===== src/rtl/ori_cpu_status.sv =====
`timescale 1ns/1ps
// ori_cpu_status
// ---------------------------------------------------------------------------
// 8080-style status-word decoder and bus-cycle tracker for the Orion CPU
// interface. The status byte is captured on the phase-1 enable while SYNC is
// high. After capture the block walks through T1 / T2 / TW / T3, counts wait
// states and produces qualified memory/IO read and write strobes.
//
// Parameters
//   WAIT_W   width of the wait-state counter (saturates at all ones)
//   RD_QUAL  1: read strobes are gated with cpu_dbin_i, 0: status only
//   M1_BIT   status bit index holding the M1 (opcode fetch) flag
//
// Ports
//   clk_i                system clock, rising edge
//   rst_n_i              asynchronous active-low reset
//   cpu_f1_i / cpu_f2_i  one-clk phase enables
//   cpu_sync_i           CPU SYNC (T1 marker)
//   cpu_dbin_i           CPU read strobe
//   cpu_wr_n_i           CPU write strobe, active low
//   cpu_ready_i          READY, low inserts wait states
//   cpu_data_i           data bus, carries the status word during SYNC
//   status_o             latched status byte
//   cpu_m1_o, cpu_inta_o, cpu_hlta_o, cpu_stack_o   registered decoded flags
//   mem_rd_o, mem_wr_o, io_rd_o, io_wr_o            combinational bus strobes
//   cyc_state_o          0 IDLE, 1 T1, 2 T2/TW, 3 T3
//   wait_o               high while in TW
//   wait_cnt_o           wait states in the current cycle
//   stat_vld_o           one-clk pulse when a status byte is captured
// ---------------------------------------------------------------------------
module ori_cpu_status #(
    parameter int WAIT_W  = 4,
    parameter bit RD_QUAL = 1'b1,
    parameter int M1_BIT  = 5
) (
    input  logic              clk_i,
    input  logic              rst_n_i,
    input  logic              cpu_f1_i,
    input  logic              cpu_f2_i,
    input  logic              cpu_sync_i,
    input  logic              cpu_dbin_i,
    input  logic              cpu_wr_n_i,
    input  logic              cpu_ready_i,
    input  logic [7:0]        cpu_data_i,
    output logic [7:0]        status_o,
    output logic              cpu_m1_o,
    output logic              cpu_inta_o,
    output logic              cpu_hlta_o,
    output logic              cpu_stack_o,
    output logic              mem_rd_o,
    output logic              mem_wr_o,
    output logic              io_rd_o,
    output logic              io_wr_o,
    output logic [1:0]        cyc_state_o,
    output logic              wait_o,
    output logic [WAIT_W-1:0] wait_cnt_o,
    output logic              stat_vld_o
);

    // Status bit positions
    localparam int B_INTA  = 0;
    localparam int B_WO_N  = 1;
    localparam int B_STACK = 2;
    localparam int B_HLTA  = 3;
    localparam int B_OUT   = 4;
    localparam int B_INP   = 6;
    localparam int B_MEMR  = 7;

    localparam logic [WAIT_W-1:0] WAIT_MAX = '1;

    typedef enum logic [2:0] {
        ST_IDLE,
        ST_T1,
        ST_T2,
        ST_TW,
        ST_T3
    } state_e;

    state_e            state_q, state_d;
    logic [7:0]        status_q, status_d;
    logic              ready_q, ready_d;
    logic [WAIT_W-1:0] wait_cnt_q, wait_cnt_d;
    logic              stat_vld_q, stat_vld_d;
    logic              m1_q, m1_d;
    logic              inta_q, inta_d;
    logic              hlta_q, hlta_d;
    logic              stack_q, stack_d;

    logic              capture;
    logic              active_d;
    logic              active;
    logic              rd_en;

    // A new status word is only accepted between cycles (IDLE) or at the
    // T3 phase-1 edge, which gives back-to-back cycles without an IDLE gap.
    assign capture = cpu_f1_i & cpu_sync_i &
                     ((state_q == ST_IDLE) || (state_q == ST_T3));

    // ------------------------------------------------------------------
    // Next-state and flag logic
    // ------------------------------------------------------------------
    always_comb begin
        state_d    = state_q;
        status_d   = status_q;
        ready_d    = ready_q;
        wait_cnt_d = wait_cnt_q;
        stat_vld_d = 1'b0;

        // READY only matters while the cycle can still stretch.
        if (cpu_f2_i && ((state_q == ST_T2) || (state_q == ST_TW))) begin
            ready_d = cpu_ready_i;
        end

        if (capture) begin
            state_d    = ST_T1;
            status_d   = cpu_data_i;
            wait_cnt_d = '0;
            stat_vld_d = 1'b1;
        end else if (cpu_f1_i) begin
            // Transitions use ready_q, i.e. the value registered before
            // this clk, even if f2 is asserted in the same clk.
            case (state_q)
                ST_T1: state_d = ST_T2;
                ST_T2, ST_TW: begin
                    if (ready_q) begin
                        state_d = ST_T3;
                    end else begin
                        state_d = ST_TW;
                        // Each f1 that lands in TW is one wait state.
                        if (wait_cnt_q != WAIT_MAX) begin
                            wait_cnt_d = wait_cnt_q + 1'b1;
                        end
                    end
                end
                ST_T3:   state_d = ST_IDLE;
                default: state_d = state_q;
            endcase
        end

        // Flags are registered from next-state values so they line up with
        // cyc_state_o and status_o.
        active_d = (state_d != ST_IDLE);
        m1_d     = status_d[M1_BIT] & active_d;
        inta_d   = status_d[B_INTA] & active_d;
        stack_d  = status_d[B_STACK] & active_d;
        // HLTA stays visible in IDLE until the next capture replaces it.
        hlta_d   = status_d[B_HLTA] & (active_d | hlta_q);
    end

    // ------------------------------------------------------------------
    // State registers
    // ------------------------------------------------------------------
    always_ff @(posedge clk_i or negedge rst_n_i) begin
        if (!rst_n_i) begin
            state_q    <= ST_IDLE;
            status_q   <= 8'h00;
            ready_q    <= 1'b1;
            wait_cnt_q <= '0;
            stat_vld_q <= 1'b0;
            m1_q       <= 1'b0;
            inta_q     <= 1'b0;
            hlta_q     <= 1'b0;
            stack_q    <= 1'b0;
        end else begin
            state_q    <= state_d;
            status_q   <= status_d;
            ready_q    <= ready_d;
            wait_cnt_q <= wait_cnt_d;
            stat_vld_q <= stat_vld_d;
            m1_q       <= m1_d;
            inta_q     <= inta_d;
            hlta_q     <= hlta_d;
            stack_q    <= stack_d;
        end
    end

    // ------------------------------------------------------------------
    // Bus strobes: registered status combined with the live CPU strobes
    // ------------------------------------------------------------------
    assign active = (state_q != ST_IDLE);
    assign rd_en  = RD_QUAL ? cpu_dbin_i : 1'b1;

    assign mem_rd_o = active & status_q[B_MEMR] & rd_en;
    assign io_rd_o  = active & status_q[B_INP] & rd_en;
    assign mem_wr_o = active & ~status_q[B_WO_N] & ~status_q[B_OUT] & ~cpu_wr_n_i;
    assign io_wr_o  = active & status_q[B_OUT] & ~cpu_wr_n_i;

    // ------------------------------------------------------------------
    // Remaining outputs
    // ------------------------------------------------------------------
    always_comb begin
        cyc_state_o = 2'd0;
        case (state_q)
            ST_T1:        cyc_state_o = 2'd1;
            ST_T2, ST_TW: cyc_state_o = 2'd2;
            ST_T3:        cyc_state_o = 2'd3;
            default:      cyc_state_o = 2'd0;
        endcase
    end

    assign wait_o      = (state_q == ST_TW);
    assign status_o    = status_q;
    assign wait_cnt_o  = wait_cnt_q;
    assign stat_vld_o  = stat_vld_q;
    assign cpu_m1_o    = m1_q;
    assign cpu_inta_o  = inta_q;
    assign cpu_hlta_o  = hlta_q;
    assign cpu_stack_o = stack_q;

endmodule


===== config.mk =====
export PLATFORM = sky130hd
export DESIGN_NAME = ori_cpu_status
export DESIGN_NICKNAME = d
export VERILOG_FILES = /design/src/rtl/ori_cpu_status.sv
export SDC_FILE = /design/constraint.sdc
export NUM_CORES = 1
export LEC_CHECK = 0
export CAP_MARGIN = 20
export CORE_MARGIN = 8
export CORE_UTILIZATION = 57
export CTS_BUF_LIST = sky130_fd_sc_hd__clkbuf_2
export CTS_CLUSTER_DIAMETER = 100
export DETAILED_ROUTE_END_ITERATION = 12
export DONT_BUFFER_PORTS = 1
export GPL_ROUTABILITY_DRIVEN = 0
export PLACE_DENSITY = 0.75
export RECOVER_POWER = 50
export SYNTH_ARGS = -nofsm -noshare
export SYNTH_HDL_FRONTEND = slang
export SYNTH_SLANG_ARGS = --single-unit

===== constraint.sdc =====
create_clock -name clk_i -period 1.4 [get_ports clk_i]
set_input_delay 0.14 -clock clk_i [delete_from_list [all_inputs] [get_ports clk_i]]
set_output_delay 0.14 -clock clk_i [all_outputs]
set_load 0.01 [all_outputs]

# Word-level counts from Yosys, hierarchy flattened
# Cells that the tools add are included.
dict set report word_totals {
  register_bits 21
  input_bits 16
  out_inout_bits 24
  wordCells 59
}
dict set report classes {
  add_sub_neg 1
  eq_ne 6
  n_mux 12
  bitwise 19
  reduce_logical 11
}
# operator n
set ops {}
lappend ops {{$mux 4} 5}
lappend ops {{$and 1x1->1} 15}
lappend ops {{$mux 3} 3}
lappend ops {{$pmux 3 s3} 1}
lappend ops {{$eq 3x2->1 const B} 2}
lappend ops {{$mux 6} 1}
lappend ops {{$pmux 2 s3} 1}
lappend ops {{$reduce_bool 2->1} 3}
lappend ops {{$reduce_bool 3->1} 2}
lappend ops {{$add 4x1->4 const B} 1}
lappend ops {{$ne 4x4->1 const B} 1}
lappend ops {{$reduce_and 4->1} 1}
lappend ops {{$eq 3x1->1 const B} 1}
lappend ops {{$eq 3x3->1 const B} 1}
lappend ops {{$logic_not 3->1} 1}
lappend ops {{$not 1->1} 3}
lappend ops {{$logic_or 1x1->1} 2}
lappend ops {{$ne 2x1->1 const B} 1}
lappend ops {{$reduce_or 2->1} 1}
lappend ops {{$logic_and 1x1->1} 1}
lappend ops {{$mux 1} 1}
lappend ops {{$or 1x1->1} 1}

# Depth between registers and ports, before layout
# Gate-level depths: netlist (run 1).
dict set report depth {
  ltp_word 8
  ltp_mapped 5
}

# Least setup slack after synthesis (run 1)
# Ideal clock, no wire load.
dict set report synth_timing {
  path_type {reg2reg}
  startpoint {register state_q[0]}
  endpoint {register hlta_q, in the netlist cpu_hlta_o}
  setup_time_ns 0.139
  t_arrival_ns 1.258
  required_ns 1.261
  path_slack_ns 0.003
  path_stages_with_launch 5
  period_less_slack_ns 1.397
  path_cell_list {dfrtp_1 buf_6 and4bb_4 mux2_1 a21boi_1}
}
# element line
set synth_rtl {}
lappend synth_rtl {{start: declaration} 79} ;# state_e state_q, state_d;
lappend synth_rtl {{start signal: assignment} 165} ;# state_q <= state_d;
lappend synth_rtl {{$eq 3x3->1 or $logic_not 3->1 (tied branches)} 97} ;# ((state_q == ST_IDLE) || (state_q == ST_T3));
lappend synth_rtl {{$logic_or 1x1->1 *} 97}
lappend synth_rtl {{$and 1x1->1 *} 96} ;# assign capture = cpu_f1_i & cpu_sync_i &
lappend synth_rtl {{$mux 6 *} 114} ;# if (capture) begin
lappend synth_rtl {{named net status_d[3]} 80} ;# logic [7:0] status_q, status_d;
lappend synth_rtl {{$and 1x1->1 *} 147} ;# hlta_d = status_d[B_HLTA] & (active_d | hlta_q);
lappend synth_rtl {{named net hlta_d} 86} ;# logic hlta_q, hlta_d;
lappend synth_rtl {{end signal: assignment} 172} ;# hlta_q <= hlta_d;
lappend synth_rtl {{end: declaration} 86}
# Mark *: on every way through the listed nets, which the timed path passes. The rest lies on a longest branch.
# A chain may end at the register's enable or synchronous reset.

# Final worst setup path (run 1)
dict set report layout_timing {
  startpoint {register state_q[0]}
  endpoint {output mem_rd_o}
}
dict set report layout_between {
  elab_chain_len 3
}
# element line
set layout_lines {}
lappend layout_lines {{$reduce_bool 3->1} 180} ;# assign active = (state_q != ST_IDLE);
lappend layout_lines {{$and 1x1->1 (2 in series)} 183} ;# assign mem_rd_o = active & status_q[B_MEMR] & rd_en;
lappend layout_lines {{end: declaration} 50} ;# output logic mem_rd_o,
# No other way between the ends.

==> implementation parameters, run 1 <==
Parameter                              Value

Worst setup path
  Endpoint arrival time on the critical path ... 1410 ps
  Worst path max stage delay ... 450 ps
  Buf/Inv on CP ... 1
  Nature of the critical path endpoint ... primary output
  Class of the most critical setup path ... flip-flop to primary output
  Critical Path Source Type ... flip-flop
  Chain of cells forming the critical path ... buf_6 > or3_4 > and3_4
  CP max-delay cell ... sky130_fd_sc_hd__dfrtp_1
  Maximum fanout along the worst path ... 3
  CP required ... roughly 1300 ps
  Crit path max-delay family ... simple AND/OR/NAND/NOR gates

Drt
  Vias per std cell ... between 5 and 6
  Count of unresolved DRC violations after routing ... 0
  Routed wirelength normalized by instance count ... 18.8 µm
  Via total after detailed routing ... approximately 770
  Antenna Nets Post-Route ... 0
  Detailed-routing iteration count for the pre-antenna-repair pass ... 5
  Routed Wire Length ... approximately 2.5 mm
  Iter 0 DRT Violations ... 18

Yosys
  Synthesized flop and latch total ... 21
  Syn_nets ... 101
  Post-synth ARST share ... 100%
  Post-synthesis average cell area ... approximately 12 µm²
  Distinct cell type count of the synthesized netlist ... 32
  Yosys warnings ... 0
  Share of synthesized area occupied by flip-flops and latches ... 53.4%
  Number of enable-type register cells in the synthesized netlist ... 0
  Most instantiated flip-flop cell in the synthesis netlist ... sky130_fd_sc_hd__dfrtp_1
  Post-Syn Area ... roughly 990 µm²
  Instance count of the mapped netlist ... 84

Floorplanning
  Site Rows ... 15
  Number of top-level pins ... 40
  CORE AREA ... ~1700 µm²
  Width of the die ... 57.6 µm
  Die height ... around 58 µm
  Initial Util ... 59.1%
  Die outline area ... approximately 3300 µm²

STA
  Hold Worst Slack ... 53.2 ps
  Period minus WS final ... 1550 ps
  Maximum clock rate ... around 650 MHz
  Total count of hold-check failures in the final report ... 0
  Endpoints failing setup ... 10
  Fin Setup TNS ... -860 ps
  Setup repair after global routing missed its margin ... yes
  Rel. slew slack ... between 40% and 50%
  Layout Skew ... roughly 16 ps
  Post-route fraction of the period consumed by the critical path ... 111%
  Measured slew at the worst slew-check pin ... around 890 ps
  Post-layout worst setup margin ... -147 ps
  Slew Limit Fails ... 0

Cells and area
  Utilization after layout ... about 90%
  Fraction of layout cells with a size suffix above 1 ... between 40% and 50%
  Final Net Count ... 134
  Synth-to-layout area growth ... 48.2%
  ANT cells ... 0

Clocking
  Clock Sinks ... 21
  CTS tree ... done
  Buffer depth of the longest clock path ... 2
  Number of clock buffers inserted by TritonCTS ... 3
  Clock latency reported for the late side of the worst-skew pair ... roughly 310 ps
  H-Tree Depth ... 1
  Root Buffer Master ... sky130_fd_sc_hd__clkbuf_2
  Clock-pin slew on the worst setup and hold paths ... 210 ps

Global routing
  Initial antenna violation count ... 0
  First-pass GRT wire length ... approximately 3.5 mm
  Pin count of the biggest net entering global routing ... 22
  Remaining global-route overflow ... 0
  Vias in the first global route ... about 740
  Total routing resource utilization after global routing ... a little over an eighth

Power and ir drop
  Cell Pwr Density ... 2170 nW/µm²
  Static power due to leakage ... roughly 0.00068 µW
  IR Drop Worst-Case VDD ... 1.42 mV

Status
  Violations in the final reports ... setup timing
  Result of the run ... complete, but fails checks

Run
  Max-capacitance violation count ... 0

Place
  Detailed Place HPWL ... about 1.5 mm
  # port buffers ... 0

Min path
  Hold WC Path Type ... input pin to flip-flop
## registers in the layout, summed over array words and instances, names as in the netlist
name         flops
cpu_stack_o      1
cpu_m1_o         1
status_o         8
stat_vld_o       1
state_q          3
wait_cnt_o       4
ready_q          1
cpu_inta_o       1
cpu_hlta_o       1
## kinds of logic after synthesis
family | after synthesis | share of synthesized area, %
simple gates | 29 | 18.3
fa+ha+maj | 1 | 1.27
mux | 11 | 12.2
flops | 21 | 53.4
xor+xnor | 1 | 0.887
buf+inv | 9 | 5.20
compound gates | 12 | 8.87
## routing by layer
layer / up-vias / share of wire (%) / track usage, %
met3: 2 / 9.7 / 7.06
li1: 356 / - / -
met1: 384 / 39 / 13.9
met4: 0 / 0.40 / 3.21
met2: 31 / 51 / 22.7
met5: - / 0 / 0
## tightest hold or removal path, cell delays in order
cell                       delay [ps]
sky130_fd_sc_hd__nand2b_1          50
sky130_fd_sc_hd__a21oi_1           60
sky130_fd_sc_hd__nor2_1            80
## power by group
| group | switching [µW] | internal, µW | total (µW) |
|---|---|---|---|
| combinational | 685 | 993 | 1680 |
| clock | 181 | 64.8 | 246 |
| sequential | 356 | 892 | 1250 |
| total | 1220 | 1950 | 3170 |
## placed cells by master (no fill, tap or decap), types with 2 or more instances in the layout
| cell | count |
|---|---|
| sky130_fd_sc_hd__nor2_1 | 4 |
| sky130_fd_sc_hd__nor2b_1 | 5 |
| sky130_fd_sc_hd__nor2_4 | 2 |
| sky130_fd_sc_hd__nand2b_1 | 2 |
| sky130_fd_sc_hd__and3_4 | 2 |
| sky130_fd_sc_hd__dfrtp_1 | 19 |
| sky130_fd_sc_hd__inv_1 | 5 |
| sky130_fd_sc_hd__clkbuf_2 | 3 |
| sky130_fd_sc_hd__buf_4 | 12 |
| sky130_fd_sc_hd__buf_6 | 5 |
| sky130_fd_sc_hd__dlygate4sd3_1 | 12 |
| sky130_fd_sc_hd__a21oi_1 | 4 |
| sky130_fd_sc_hd__mux2_4 | 8 |
## timing repair
item	4_1_cts	5_1_grt
cloned	0	1
resized for setup	12	26
hold buffers	12	0
pin swaps	4	5
setup endpoints to repair	7	15
buffers inserted	4	7
hold endpoints to repair	33	0
## metrics by stage
step	cell area, µm²	cells	worst slack, ps	power (µW)
6_report	1460	133	-147	3170
5_1_grt	1460	133	-214	3370
4_1_cts	1260	125	-162	2660
3_5_place_dp	1050	105	36.6	2170
3_3_place_gp	1050	105	82.8	2130
2_1_floorplan	987	84	3.02	1890
## path summary, 6_finish.rpt
path	start	to	slack (ps)	cells past startpoint
worst max-delay path	state_q[0]	mem_rd_o	-150	3
worst min-delay path	cpu_f1_i	state_q[2]	50	3
worst max register to register	state_q[1]	wait_cnt_o[3]	-120	6
worst min register to register	wait_cnt_o[0]	wait_cnt_o[0]	550	1
max in group asynchronous	rst_n_i	state_q[2]	430	1
min in group asynchronous	rst_n_i	status_o[2]	360	1
## cell type report
type	count	area (µm²)
Sequential cell	21	528
Fill cell	73	208
Multi-Input combinational cell	54	548
Inverter	5	18.8
Timing Repair Buffer	32	327
Clock inverter	1	5.00
Clock buffer	3	15.0
Tap cell	17	21.3
## Yosys cell counts (2+ instances only)
library cell / n / area [µm²]
sky130_fd_sc_hd__a21oi_1: 5 / 25.0
sky130_fd_sc_hd__and3_1: 3 / 18.8
sky130_fd_sc_hd__buf_2: 2 / 10.0
sky130_fd_sc_hd__buf_6: 2 / 22.5
sky130_fd_sc_hd__dfrtp_1: 20 / 500
sky130_fd_sc_hd__inv_1: 5 / 18.8
sky130_fd_sc_hd__mux2_1: 7 / 78.8
sky130_fd_sc_hd__mux2i_1: 3 / 30.0
sky130_fd_sc_hd__nand2b_1: 2 / 12.5
sky130_fd_sc_hd__nand3_1: 2 / 10.0
sky130_fd_sc_hd__nor2_1: 6 / 22.5
sky130_fd_sc_hd__nor2b_1: 6 / 37.5
sky130_fd_sc_hd__nor3_1: 2 / 10.0
No activity file was read; power rests on OpenSTA's default activity.
==> inputs of run 2 (changes only) <==
--- a/config.mk
+++ b/config.mk
@@ -14,7 +14,7 @@
 export DONT_BUFFER_PORTS = 1
 export GPL_ROUTABILITY_DRIVEN = 0
 export PLACE_DENSITY = 0.75
-export RECOVER_POWER = 50
+export RECOVER_POWER = 100
 export SYNTH_ARGS = -nofsm -noshare
 export SYNTH_HDL_FRONTEND = slang
 export SYNTH_SLANG_ARGS = --single-unit
==> run 2 against run 1 <==
Compared with the run above:
- the run still ends with setup timing left
- non-clock buffer count did not move
- clock power is essentially flat
- die area stayed put
- register-to-register slack hardly changed
- combinational power about the same
- hold slack unchanged
- fmax about the same
- critical path type unchanged
==> implementation parameters, run 2 (same netlist as run 1, synthesis figures left out) <==
Parameter                              Value

Cells and area
  Fraction of layout cells with a size suffix above 1 ... roughly 45%
  Synth-to-layout area growth ... 47.8%
  Fill count ... 74
  Most common library cell in the layout ignoring fill and taps ... sky130_fd_sc_hd__dfrtp_1
  ANT cells ... 0
  Highest-count cells in the layout ignoring fill and taps ... 19 x sky130_fd_sc_hd__dfrtp_1, 12 x sky130_fd_sc_hd__dlygate4sd3_1, 11 x sky130_fd_sc_hd__buf_4, 8 x sky130_fd_sc_hd__mux2_4
  Final Net Count ... between 100 and 150
  Number of flip-flops under the largest register name ... 8
  Utilization after layout ... 87.3%

Drt
  Vias per std cell ... 5.81
  Routed Wire Length ... roughly 2.5 mm
  Routed wirelength normalized by instance count ... between 15 and 20 µm
  Detailed-routing iteration count for the pre-antenna-repair pass ... 5
  Iter 0 DRT Violations ... 18
  Count of unresolved DRC violations after routing ... 0
  Antenna Nets Post-Route ... 0
  Via total after detailed routing ... around 770

Floorplanning
  Width of the die ... 57.6 µm
  Number of top-level pins ... 40
  Site Rows ... 15
  Die outline area ... 3320 µm²
  Initial Util ... roughly 59%
  CORE AREA ... 1670 µm²
  Die height ... a little under 60 µm

STA
  Period minus WS final ... roughly 1500 ps
  Layout Skew ... between 15 and 20 ps
  Total count of hold-check failures in the final report ... 0
  Post-layout worst setup margin ... -147 ps
  Setup repair after global routing missed its margin ... yes
  Measured slew at the worst slew-check pin ... between 800 and 900 ps
  Slew Limit Fails ... 0
  Post-route fraction of the period consumed by the critical path ... 111%
  Endpoints failing setup ... 10
  Maximum clock rate ... 646 MHz
  Rel. slew slack ... between 40% and 50%

Worst setup path
  Maximum fanout along the worst path ... 3
  CP required ... 1260 ps
  Worst path max stage delay ... about 450 ps
  Endpoint arrival time on the critical path ... around 1400 ps
  Chain of cells forming the critical path ... buf_6 > or3_4 > and3_4
  Class of the most critical setup path ... flip-flop to primary output
  Buf/Inv on CP ... 1
  Crit path max-delay family ... simple AND/OR/NAND/NOR gates
  Nature of the critical path endpoint ... primary output
  Critical Path Source Type ... flip-flop
  CP max-delay cell ... sky130_fd_sc_hd__dfrtp_1

Status
  Result of the run ... complete, but fails checks
  Violations in the final reports ... setup timing

Clocking
  Root Buffer Master ... sky130_fd_sc_hd__clkbuf_2
  Clock Sinks ... 21
  Buffer depth of the longest clock path ... 2
  H-Tree Depth ... 1
  Clock latency reported for the late side of the worst-skew pair ... between 300 and 400 ps
  CTS tree ... done
  Number of clock buffers inserted by TritonCTS ... 3
  Clock-pin slew on the worst setup and hold paths ... between 200 and 250 ps

Power and ir drop
  IR Drop Worst-Case VDD ... around 1.4 mV
  Static power due to leakage ... around 0.00067 µW
  Cell Pwr Density ... between 2000 and 2500 nW/µm²

Place
  Detailed Place HPWL ... between 1 and 1.5 mm
  # port buffers ... 0
  Pre-CTS WS ... 36.6 ps

Global routing
  Total routing resource utilization after global routing ... about an eighth
  First-pass GRT wire length ... around 3.5 mm
  Vias in the first global route ... 743
  Remaining global-route overflow ... 0
  Initial antenna violation count ... 0
  Pin count of the biggest net entering global routing ... 22

Run
  Max-capacitance violation count ... 0

Min path
  Hold WC Path Type ... input pin to flip-flop
-- run 2: path summary, 6_finish.rpt --
path	startpoint	slack [ps]	cells after the start	end
min in group asynchronous	rst_n_i	360	1	status_o[2]
min reg2reg	wait_cnt_o[0]	550	1	wait_cnt_o[0]
min	cpu_f1_i	50	3	state_q[2]
max	state_q[0]	-150	3	mem_rd_o
max in group asynchronous	rst_n_i	430	1	state_q[2]
max reg2reg	state_q[1]	-120	6	wait_cnt_o[3]
-- run 2: timing repair --
item / in CTS / in global routing
buffers inserted: 4 / 7
pin swaps: 4 / 5
endpoints found under the setup margin: 7 / 15
cloned: 0 / 1
hold buffers: 12 / 0
resized for setup: 12 / 26
endpoints found under the hold margin: 33 / 0
-- run 2: where the power goes --
part           leakage (µW)  total [µW]  switching [µW]  internal [µW]
registers          0.000257        1250             356            892
clock network     0.0000164         246             181           64.8
logic              0.000400        1670             685            982
total              0.000673        3160            1220           1940
-- run 2: layout make-up --
type	instances	area [µm²]	share of cell area, %
Sequential cell	21	528	36.2
Multi-Input combinational cell	54	548	37.6
Clock inverter	1	5.00	0.343
Timing Repair Buffer	32	323	22.1
Inverter	5	18.8	1.29
Tap cell	17	21.3	1.46
Clock buffer	3	15.0	1.03
-- run 2: per-layer routing --
layer / share of wire, % / track usage [%] / vias to the layer above
met5: 0 / 0 / -
met4: 0.40 / 3.21 / 0
met3: 9.7 / 7.06 / 2
met2: 51 / 22.7 / 31
met1: 39 / 13.9 / 384
li1: - / - / 356
-- run 2: worst min-delay path, delay by kind of cell --
family	cells	cell delay (ps)
simple gates	2	130
compound gates	1	60
-- run 2: stage by stage --
| step | std cells | setup TNS (ps) | area (µm²) | hold slack (ps) | total power, µW |
|---|---|---|---|---|---|
| 4_1_cts | 125 | -652 | 1260 | 32.9 | 2660 |
| 3_3_place_gp | 105 | 0 | 1050 | -155 | 2130 |
| 5_1_grt | 133 | -1580 | 1460 | 30.6 | 3360 |
| 2_1_floorplan | 84 | 0 | 987 | -156 | 1890 |
| 6_report | 133 | -859 | 1460 | 53.2 | 3160 |
| 3_5_place_dp | 105 | 0 | 1050 | -155 | 2170 |
==> inputs of run 3 (changes only) <==
--- a/config.mk
+++ b/config.mk
@@ -18,3 +18,4 @@
 export SYNTH_ARGS = -nofsm -noshare
 export SYNTH_HDL_FRONTEND = slang
 export SYNTH_SLANG_ARGS = --single-unit
+export TNS_END_PERCENT = 50
==> run 3 against run 2 <==
Compared with the run above:
- the flow still finishes with violations (setup timing)
- non-clock buffer count is 1 lower
- setup slack worse by 4.2 ps
- utilization is 3.8 points lower
- register-to-register slack hardly changed
- highest routed layer unchanged
- wire length is 3.8% higher
- fmax is 0.27% lower
- total power is 2.9% lower
- count of clock-buffer cells in the layout stayed put
==> implementation parameters, run 3 (same netlist as run 1, synthesis figures left out) <==
Parameter                              Value

Status
  Result of the run ... complete, but fails checks
  Violations in the final reports ... setup timing

Cells and area
  Area taken by flip-flops and latches ... 528 µm²
  Fraction of layout cells with a size suffix above 1 ... a little under two fifths
  ANT cells ... 0
  Most common library cell in the layout ignoring fill and taps ... sky130_fd_sc_hd__dfrtp_1
  Utilization after layout ... a little over four fifths
  Synth-to-layout area growth ... 41.3%
  Area occupied by multi-input gates ... slightly above 500 µm²
  Fill count ... 90
  Final Net Count ... around 130
  Number of flip-flops under the largest register name ... 8
  Fin area ... 1400 µm²
  Non-filler instance count after layout ... between 100 and 150
  Highest-count cells in the layout ignoring fill and taps ... 19 x sky130_fd_sc_hd__dfrtp_1, 12 x sky130_fd_sc_hd__dlygate4sd3_1, 11 x sky130_fd_sc_hd__buf_4, 6 x sky130_fd_sc_hd__mux2_1

Drt
  Iter 0 DRT Violations ... 11
  Antenna Nets Post-Route ... 0
  Via total after detailed routing ... slightly below 800
  Routed wirelength normalized by instance count ... 19.7 µm
  Vias per std cell ... just under 6
  Detailed-routing iteration count for the pre-antenna-repair pass ... 5
  Routed Wire Length ... around 2.6 mm
  Count of unresolved DRC violations after routing ... 0

STA
  Post-layout worst setup margin ... -151 ps
  Total count of hold-check failures in the final report ... 0
  Slew Limit Fails ... 0
  Maximum clock rate ... 645 MHz
  Hold Worst Slack ... about 50 ps
  Rel. slew slack ... around two fifths
  Post-route fraction of the period consumed by the critical path ... 111%
  Layout Skew ... 15.5 ps
  Period minus WS final ... 1550 ps
  Measured slew at the worst slew-check pin ... 883 ps
  Setup repair after global routing missed its margin ... yes
  Endpoints failing setup ... 10

Power and ir drop
  Cell Pwr Density ... 2200 nW/µm²
  IR Drop Worst-Case VDD ... about 1.3 mV
  Final Total Pwr ... 3070 µW
  Static power due to leakage ... about 0.00064 µW

Global routing
  Pin count of the biggest net entering global routing ... 22
  First-pass GRT wire length ... ~3.5 mm
  Remaining global-route overflow ... 0
  Initial antenna violation count ... 0
  Total routing resource utilization after global routing ... between 10% and 20%
  Vias in the first global route ... between 700 and 800

Floorplanning
  CORE AREA ... between 1500 and 2000 µm²
  Die height ... just under 60 µm
  Die outline area ... 3320 µm²
  Width of the die ... between 50 and 60 µm
  Site Rows ... 15
  Initial Util ... about 60%
  Number of top-level pins ... 40

Clocking
  CTS tree ... done
  H-Tree Depth ... 1
  Clock-pin slew on the worst setup and hold paths ... between 200 and 250 ps
  Clock latency reported for the late side of the worst-skew pair ... around 320 ps
  Root Buffer Master ... sky130_fd_sc_hd__clkbuf_2
  Clock Sinks ... 21
  Number of clock buffers inserted by TritonCTS ... 3
  Buffer depth of the longest clock path ... 2

Worst setup path
  Endpoint arrival time on the critical path ... ~1400 ps
  Maximum fanout along the worst path ... 3
  CP required ... 1260 ps
  Nature of the critical path endpoint ... primary output
  Class of the most critical setup path ... flip-flop to primary output
  Critical Path Source Type ... flip-flop
  R2R cell count ... 6

Place
  # port buffers ... 0
  Placed Area ... 1050 µm²
  Number of placed instances, taps included ... roughly 110
  Detailed Place HPWL ... about 1.5 mm

Min path
  Number of cells on the worst hold path ... 2
  Hold WC Path Type ... input pin to flip-flop

Run
  Max-capacitance violation count ... 0
[run 3: cell types whose count changed in the layout (fill, tap and decap cells not counted)]
| cell | change |
|---|---|
| sky130_fd_sc_hd__mux2_1 | +6 |
| sky130_fd_sc_hd__mux2_4 | -6 |
| sky130_fd_sc_hd__mux2i_2 | -1 |
| sky130_fd_sc_hd__clkbuf_16 | -1 |
| sky130_fd_sc_hd__mux2i_4 | -1 |
| sky130_fd_sc_hd__mux2i_1 | +2 |
[run 3: critical path: stages, from the launching register on]
cell and delay (ps):
sky130_fd_sc_hd__dfrtp_1 450, sky130_fd_sc_hd__buf_6 130, sky130_fd_sc_hd__or3_4 330, sky130_fd_sc_hd__and3_4 190
[run 3: timing repair]
action,CTS,global route
pin swaps,4,4
resized for setup,10,19
buffers inserted,4,7
endpoints found under the hold margin,33,0
setup endpoints to repair,7,16
hold buffers,12,0
[run 3: stage by stage]
stage	TNS (ps)	setup WS [ps]
after global placement	0	82.8
final	-915	-151
after CTS	-713	-162
after floorplan	0	3.02
after global routing	-1590	-212
after detailed placement	0	36.6
[run 3: worst paths after layout]
kind / start / endpoint / slack [ps]
min in group asynchronous: rst_n_i / status_o[2] / 350
setup reg to reg: state_q[1] / wait_cnt_o[1] / -110
setup / recovery: state_q[0] / mem_rd_o / -150
hold / removal: cpu_f2_i / ready_q / 50
hold reg to reg: cpu_hlta_o / cpu_hlta_o / 580
max in group asynchronous: rst_n_i / state_q[2] / 440
[run 3: report_power, final]
part           internal, µW  leakage [µW]  total (µW)  switching, µW
clock                  64.7     0.0000164         248            183
sequential              893      0.000257        1240            350
combinational           878      0.000369        1580            700
[run 3: cell type report]
class                      count  area share [%]
multi-input combinational     54            36.5
clock buffer                   3            1.08
sequential                    21            37.8
tap                           17            1.52
clock inverter                 1           0.359
timing repair buffer          31            21.3
inverter                       5            1.35
[run 3: routing by layer]
layer	vias up	part of all wire (%)	track usage, %
met5	-	0	0
met3	8	9.7	7.06
li1	357	-	-
met1	377	37	14.0
met4	0	3.2	3.21
met2	43	50	22.7
